<file path="src/rtl/router_axis_gearbox_pkg.sv">
// Shared sizing helpers for the AXIS <-> flit gearbox: segment-index width and
// the last-beat tkeep to flit-count mapping.
package router_axis_gearbox_pkg;

    localparam int MAX_RATIO = 64;

    function automatic int seg_w(input int ratio);
        return (ratio > 1) ? $clog2(ratio) : 1;
    endfunction

    // Flit count of a last beat: index of the first cleared keep bit, at least 1.
    function automatic int keep_to_nseg(input logic [MAX_RATIO-1:0] keep, input int ratio);
        int n;
        n = ratio;
        for (int i = MAX_RATIO - 1; i >= 0; i--) begin
            if (i < ratio && !keep[i]) n = i;
        end
        return (n == 0) ? 1 : n;
    endfunction

endpackage

</file>
<file path="src/rtl/router_axis_gearbox_deser.sv">
// RX side: gathers RATIO flits into one AXIS beat, with a single output register
// and a sticky flag for packets whose source address changes mid-packet.
module router_axis_gearbox_deser
    import router_axis_gearbox_pkg::*;
#(
    parameter int FLIT_DATA_WIDTH   = 64,
    parameter int RATIO             = 4,
    parameter int ROUTER_ADDR_WIDTH = 4
) (
    input  logic                               clk,
    input  logic                               reset,
    input  logic                               rx_flit_valid,
    output logic                               rx_flit_ready,
    input  logic [FLIT_DATA_WIDTH-1:0]         rx_flit_data,
    input  logic                               rx_flit_last,
    input  logic [ROUTER_ADDR_WIDTH-1:0]       rx_flit_src,
    output logic                               m_axis_tvalid,
    input  logic                               m_axis_tready,
    output logic [RATIO*FLIT_DATA_WIDTH-1:0]   m_axis_tdata,
    output logic [RATIO-1:0]                   m_axis_tkeep,
    output logic                               m_axis_tlast,
    output logic [ROUTER_ADDR_WIDTH-1:0]       m_axis_tid,
    output logic                               rx_src_error
);
    localparam int FW    = FLIT_DATA_WIDTH;
    localparam int SEG_W = seg_w(RATIO);

    logic [RATIO*FW-1:0]          r_acc;
    logic [SEG_W-1:0]             r_rseg;
    logic                         r_in_pkt;
    logic [ROUTER_ADDR_WIDTH-1:0] r_pkt_src;
    logic                         r_out_v;
    logic [RATIO*FW-1:0]          r_out_data;
    logic [RATIO-1:0]             r_out_keep;
    logic                         r_out_last;
    logic [ROUTER_ADDR_WIDTH-1:0] r_out_tid;
    logic                         r_err;

    logic                w_complete;
    logic                w_acc;
    logic [RATIO*FW-1:0] w_beat;
    logic [RATIO-1:0]    w_keep;

    assign w_complete    = (r_rseg == SEG_W'(RATIO - 1)) | rx_flit_last;
    assign rx_flit_ready = !w_complete | !r_out_v | m_axis_tready;
    assign w_acc         = rx_flit_valid & rx_flit_ready;

    // Slots past the completing flit are zeroed so stale accumulator data never leaks.
    always_comb begin
        w_beat = '0;
        w_keep = '0;
        for (int k = 0; k < RATIO; k++) begin
            if (k < int'(r_rseg)) begin
                w_beat[k*FW +: FW] = r_acc[k*FW +: FW];
                w_keep[k]          = 1'b1;
            end else if (k == int'(r_rseg)) begin
                w_beat[k*FW +: FW] = rx_flit_data;
                w_keep[k]          = 1'b1;
            end
        end
    end

    always_ff @(posedge clk) begin
        if (reset) begin
            r_acc      <= '0;
            r_rseg     <= '0;
            r_in_pkt   <= 1'b0;
            r_pkt_src  <= '0;
            r_out_v    <= 1'b0;
            r_out_data <= '0;
            r_out_keep <= '0;
            r_out_last <= 1'b0;
            r_out_tid  <= '0;
            r_err      <= 1'b0;
        end else begin
            if (m_axis_tready) r_out_v <= 1'b0;
            if (w_acc) begin
                if (!r_in_pkt) r_pkt_src <= rx_flit_src;
                else if (rx_flit_src != r_pkt_src) r_err <= 1'b1;
                r_in_pkt <= !rx_flit_last;
                if (w_complete) begin
                    r_out_v    <= 1'b1;
                    r_out_data <= w_beat;
                    r_out_keep <= w_keep;
                    r_out_last <= rx_flit_last;
                    r_out_tid  <= r_in_pkt ? r_pkt_src : rx_flit_src;
                    r_rseg     <= '0;
                end else begin
                    r_acc[r_rseg*FW +: FW] <= rx_flit_data;
                    r_rseg                 <= r_rseg + 1'b1;
                end
            end
        end
    end

    assign m_axis_tvalid = r_out_v;
    assign m_axis_tdata  = r_out_data;
    assign m_axis_tkeep  = r_out_keep;
    assign m_axis_tlast  = r_out_last;
    assign m_axis_tid    = r_out_tid;
    assign rx_src_error  = r_err;

endmodule

</file>
<file path="src/rtl/router_axis_gearbox.sv">
// AXI-Stream <-> flit gearbox: serializes each TX beat into RATIO flits (trimmed by
// tkeep on the last beat) and reassembles RX flits into beats, with packet counters.
module router_axis_gearbox
    import router_axis_gearbox_pkg::*;
#(
    parameter int FLIT_DATA_WIDTH   = 64,
    parameter int RATIO             = 4,
    parameter int ROUTER_ADDR_WIDTH = 4,
    parameter int LOCAL_ADDR        = 0,
    parameter int CNT_WIDTH         = 16
) (
    input  logic                               clk,
    input  logic                               reset,
    input  logic                               s_axis_tvalid,
    output logic                               s_axis_tready,
    input  logic [RATIO*FLIT_DATA_WIDTH-1:0]   s_axis_tdata,
    input  logic [RATIO-1:0]                   s_axis_tkeep,
    input  logic                               s_axis_tlast,
    input  logic [ROUTER_ADDR_WIDTH-1:0]       s_axis_tdest,
    input  logic [ROUTER_ADDR_WIDTH-1:0]       s_axis_tid,
    output logic                               tx_flit_valid,
    input  logic                               tx_flit_ready,
    output logic [FLIT_DATA_WIDTH-1:0]         tx_flit_data,
    output logic                               tx_flit_last,
    output logic [ROUTER_ADDR_WIDTH-1:0]       tx_flit_dest,
    output logic [ROUTER_ADDR_WIDTH-1:0]       tx_flit_src,
    input  logic                               rx_flit_valid,
    output logic                               rx_flit_ready,
    input  logic [FLIT_DATA_WIDTH-1:0]         rx_flit_data,
    input  logic                               rx_flit_last,
    input  logic [ROUTER_ADDR_WIDTH-1:0]       rx_flit_src,
    output logic                               m_axis_tvalid,
    input  logic                               m_axis_tready,
    output logic [RATIO*FLIT_DATA_WIDTH-1:0]   m_axis_tdata,
    output logic [RATIO-1:0]                   m_axis_tkeep,
    output logic                               m_axis_tlast,
    output logic [ROUTER_ADDR_WIDTH-1:0]       m_axis_tdest,
    output logic [ROUTER_ADDR_WIDTH-1:0]       m_axis_tid,
    output logic [CNT_WIDTH-1:0]               tx_pkt_count,
    output logic [CNT_WIDTH-1:0]               rx_pkt_count,
    output logic                               rx_src_error
);
    localparam int FW    = FLIT_DATA_WIDTH;
    localparam int SEG_W = seg_w(RATIO);
    localparam logic [SEG_W:0] NSEG_FULL = (SEG_W+1)'(RATIO);

    logic                         r_hold_v;
    logic [RATIO*FW-1:0]          r_hold_data;
    logic                         r_hold_last;
    logic [SEG_W:0]               r_hold_nseg;
    logic [SEG_W-1:0]             r_seg;
    logic [ROUTER_ADDR_WIDTH-1:0] r_dest;
    logic [ROUTER_ADDR_WIDTH-1:0] r_src;
    logic [CNT_WIDTH-1:0]         r_tx_cnt;
    logic [CNT_WIDTH-1:0]         r_rx_cnt;

    logic           w_last_seg;
    logic           w_load;
    logic [SEG_W:0] w_nseg;

    assign w_last_seg    = ({1'b0, r_seg} == r_hold_nseg - 1'b1);
    // Reload on the final segment's handshake keeps beats back-to-back.
    assign s_axis_tready = !r_hold_v | (tx_flit_ready & w_last_seg);
    assign w_load        = s_axis_tvalid & s_axis_tready;
    assign w_nseg        = s_axis_tlast
                         ? (SEG_W+1)'(keep_to_nseg(MAX_RATIO'(s_axis_tkeep), RATIO))
                         : NSEG_FULL;

    always_ff @(posedge clk) begin
        if (reset) begin
            r_hold_v    <= 1'b0;
            r_hold_data <= '0;
            r_hold_last <= 1'b0;
            r_hold_nseg <= '0;
            r_seg       <= '0;
            r_dest      <= '0;
            r_src       <= '0;
            r_tx_cnt    <= '0;
        end else begin
            if (w_load) begin
                r_hold_v    <= 1'b1;
                r_hold_data <= s_axis_tdata;
                r_hold_last <= s_axis_tlast;
                r_hold_nseg <= w_nseg;
                r_seg       <= '0;
                r_dest      <= s_axis_tdest;
                r_src       <= s_axis_tid;
                if (s_axis_tlast) r_tx_cnt <= r_tx_cnt + 1'b1;
            end else if (r_hold_v & tx_flit_ready) begin
                if (w_last_seg) begin
                    r_hold_v <= 1'b0;
                    r_seg    <= '0;
                end else begin
                    r_seg <= r_seg + 1'b1;
                end
            end
        end
    end

    assign tx_flit_valid = r_hold_v;
    assign tx_flit_data  = r_hold_data[r_seg*FW +: FW];
    assign tx_flit_last  = r_hold_last & w_last_seg;
    assign tx_flit_dest  = r_dest;
    assign tx_flit_src   = r_src;
    assign tx_pkt_count  = r_tx_cnt;

    router_axis_gearbox_deser #(
        .FLIT_DATA_WIDTH  (FLIT_DATA_WIDTH),
        .RATIO            (RATIO),
        .ROUTER_ADDR_WIDTH(ROUTER_ADDR_WIDTH)
    ) u_deser (
        .clk          (clk),
        .reset        (reset),
        .rx_flit_valid(rx_flit_valid),
        .rx_flit_ready(rx_flit_ready),
        .rx_flit_data (rx_flit_data),
        .rx_flit_last (rx_flit_last),
        .rx_flit_src  (rx_flit_src),
        .m_axis_tvalid(m_axis_tvalid),
        .m_axis_tready(m_axis_tready),
        .m_axis_tdata (m_axis_tdata),
        .m_axis_tkeep (m_axis_tkeep),
        .m_axis_tlast (m_axis_tlast),
        .m_axis_tid   (m_axis_tid),
        .rx_src_error (rx_src_error)
    );

    always_ff @(posedge clk) begin
        if (reset) r_rx_cnt <= '0;
        else if (m_axis_tvalid & m_axis_tready & m_axis_tlast) r_rx_cnt <= r_rx_cnt + 1'b1;
    end

    assign m_axis_tdest = ROUTER_ADDR_WIDTH'(LOCAL_ADDR);
    assign rx_pkt_count = r_rx_cnt;

endmodule

</file>
<file path="config.mk">
export PLATFORM = sky130hd
export DESIGN_NAME = router_axis_gearbox
export DESIGN_NICKNAME = d
export VERILOG_FILES = /design/src/rtl/router_axis_gearbox_pkg.sv /design/src/rtl/router_axis_gearbox_deser.sv /design/src/rtl/router_axis_gearbox.sv
export SDC_FILE = /design/constraint.sdc
export NUM_CORES = 2
export LEC_CHECK = 0
export BUFFER_PORTS_ARGS = -buffer_cell sky130_fd_sc_hd__buf_2
export CORE_AREA = 2 2 278 280
export DETAILED_ROUTE_END_ITERATION = 12
export DIE_AREA = 0 0 280 282
export SETUP_SLACK_MARGIN = 0.05
export SYNTH_ARGS = -nofsm -noshare
export SYNTH_HDL_FRONTEND = slang
export SYNTH_SLANG_ARGS = --single-unit
</file>
<file path="constraint.sdc">
create_clock -name clk -period 4.6 [get_ports clk]
set_clock_uncertainty 0.15 [all_clocks]
set_input_delay 0.46 -clock clk [delete_from_list [all_inputs] [get_ports clk]]
set_output_delay 0.46 -clock clk [all_outputs]
set_load 0.1 [all_outputs]
</file>
==> run summary <==
I/O pin cnt -> 723
latest clock arrival within the worst-skew pair -> 0.63 ns
Max H-tree Level -> 3
full die area -> 78,960 µm²
Synth async-reset ratio -> 0
Clock Path Buffers -> 3
final hold vios -> 0
worst vdd ir -> 0.0002419 V
global-route wire length before repair -> 167,800 µm
GRT overflow -> 0
Pleak -> 0.01687 µW
worst-margin pin slew -> 1.063 ns
Arrival @ worst endpoint -> 2.91 ns
final worst path period need -> 3.519 ns
Period Utilization, post-route -> 0.7651
WL/cell -> 20.02 µm
clk root buf -> clkbuf_16
Synth Instances -> 3,695
syn_area_per_cell -> 8.372 µm²
CTS Buf Count -> 86
sequential area share after synthesis -> 0.4977
Overall Global Routing Usage -> 0.2684
RSZ-0062 raised after global routing -> no
kind of end point of the critical path -> primary output
largest area contributor in the netlist -> dfxtp_1
synth cell count leaders -> nand2_1 (804), dfxtp_1 (769), a21oi_1 (479)
Buffers on Ports -> 718
Critical Path Source Type -> flip-flop
Yosys Warn Count -> 0
met2 wire len -> 52,280 µm
Setup CP Type -> flip-flop to primary output
max layer used -> met5
Rows -> 101
Routability Congestion -> 0.8672
routed length on met1 -> 46,330 µm
Hold Buf Count CTS -> 307
final setup violating endpoints -> 0
CTS tree -> built
post-route setup slack -> 1.081 ns
routed vias/inst -> 5.366
crit path max fanout -> 43
PD cells -> 419.0 nW/µm²
Max Fclk -> 0.2841 GHz
R2R Setup Slk -> 1.36 ns
number of flops mapped to enable cells by yosys -> 0
largest net degree at the start of global routing -> 133
Mapped Area -> 30,930 µm²
worst hold stages -> 3
die width -> 280 µm
fraction of layout cells with a size suffix above 1 -> 0.2185
Detail Route Antenna Nets -> 0
clock sink count -> 769
Initial Utilization -> 0.4087
FILL cells -> 6,909
initial antenna violation count -> 4
Post-CTS Setup Bufs -> 0
hold crit path type -> primary input to flip-flop
CP required -> 3.99 ns
core area -> 75,700 µm²
Worst Reg-to-Reg Cells -> 6
via count -> 29,880
Layout Nets -> 4,871
Layout area overhead -> 32.48%
synth top area cells -> dfxtp_1 (50%), nand2_1 (9.8%), a21oi_1 (7.7%)
status -> completed
final WL -> 111,500 µm
Seq. cell area -> 15,410 µm²
DRC viols -> 0
Netlist cell types -> 46
clock transition at the registers of the reported paths -> 0.06 ns
1st-pass router iterations -> 7
DP Wirelength -> 71,500 µm
cell with the most instances after synthesis -> nand2_1
top-area cell type share of the netlist area -> 0.4977
post-placement setup slack -> 1.356 ns
Slew HR -> 0.2891
Yosys reg bits -> 769
WL met3 -> 8120 µm
vias in the first global route -> 28,240
Main synth FF type -> dfxtp_1
maxcap violations -> 0
post-CTS sizing -> 0
hold_ws -> 0.03478 ns
Die H -> 282 µm
Iteration-0 DRC Markers -> 2,302
Multi-input gate area -> 14,110 µm²
final slew viol count -> 0
setup_tns -> 0 ns
Final Power -> 17,170 µW
worst paths after layout:
kind                                                startpoint                               to
worst max-delay path                     r_seg[0]$_SDFFE_PP0P_                 tx_flit_data[56]
worst min-delay path                          rx_flit_data[27]   u_deser.r_acc[91]$_SDFFE_PP0P_
worst min register to register  u_deser.r_acc[58]$_SDFFE_PP0P_   u_deser.r_acc[58]$_SDFFE_PP0P_
worst max register to register  u_deser.r_rseg[1]$_SDFFE_PP0P_  u_deser.r_acc[108]$_SDFFE_PP0P_
worst max-delay path, cell delays in order, from the launching register on:
cell and delay, ns:
dfxtp_4 0.86, buf_4 0.53, mux4_2 0.34, buf_2 0.49
final cells by class:
type,instances,share of cell area
inverter,12,0.001099
clock buffer,124,0.06173
clock inverter,32,0.01011
antenna,5,0.0003053
tap,978,0.02986
multi-input combinational,2574,0.3443
timing repair buffer,1075,0.1767
sequential,769,0.3759
flip-flops by register name, summed over array words and instances, names as in the netlist, 2 cells and up:
name                  cells
u_deser.r_rseg            2
u_deser.r_pkt_src         4
u_deser.r_acc           192
r_hold_nseg               3
u_deser.m_axis_tkeep      4
r_seg                     2
rx_pkt_count             16
tx_flit_dest              4
r_hold_data             256
u_deser.m_axis_tid        4
tx_flit_src               4
tx_pkt_count             16
u_deser.m_axis_tdata    256
where the power goes:
group	switching (µW)	internal (µW)	total (µW)
clock	2890	4240	7120
combinational	2180	757	2940
sequential	167	6940	7110
total	5230	11900	17200
cells in the final DEF (no fill, tap or decap), types with 5 or more instances in the layout:
cell | Yosys | layout
xor2_1 | 6 | 6
mux2i_1 | 74 | 74
clkbuf_8 | 0 | 15
clkinv_2 | 0 | 17
clkbuf_1 | 191 | 19
nand4_1 | 12 | 12
bufinv_16 | 0 | 7
nand3_1 | 208 | 208
and3_1 | 71 | 70
ha_1 | 9 | 5
clkbuf_16 | 0 | 90
nor2b_1 | 8 | 8
dfxtp_1 | 769 | 766
buf_12 | 0 | 15
mux4_2 | 64 | 64
a211oi_1 | 199 | 199
dlygate4sd3_1 | 0 | 307
nand2_1 | 804 | 801
mux2_2 | 5 | 5
a22oi_1 | 65 | 65
o31ai_1 | 9 | 9
a21oi_1 | 479 | 479
inv_1 | 12 | 11
buf_2 | 119 | 717
xnor2_1 | 9 | 9
buf_4 | 15 | 35
nor2_1 | 362 | 362
nor3_1 | 132 | 132
or4_1 | 9 | 9
o21ai_0 | 8 | 8
diode_2 | 0 | 5
per-layer routing:
metal  track usage  vias up
li1              -    14380
met1        0.3399    14200
met2        0.4370     1049
met3       0.06115      244
met4        0.1196        2
met5             0        -
kinds of logic (layout without fill, tap and decap cells):
logic type | Yosys count | count (layout) | synth area share
and+or+nand+nor | 1631 | 1631 | 0.2232
muxes | 144 | 144 | 0.07273
adders and majority gates | 9 | 9 | 0.003640
buffers and inverters | 355 | 1243 | 0.04971
DFF | 769 | 769 | 0.4977
other | 1 | 9 | 0.0001212
AOI/OAI and AO/OA | 769 | 769 | 0.1477
xor gates and xnor gates | 17 | 17 | 0.005299
through the flow:
stage	instances	utilization	instance area [µm²]
finish	5569	0.5414	40980
global route	5566	0.5413	40970
CTS	5564	0.5412	40970
detailed placement	5101	0.4617	34950
global placement	5101	0.4617	34950
floorplan	3698	-	30940
No activity file was read; power rests on OpenSTA's default activity.
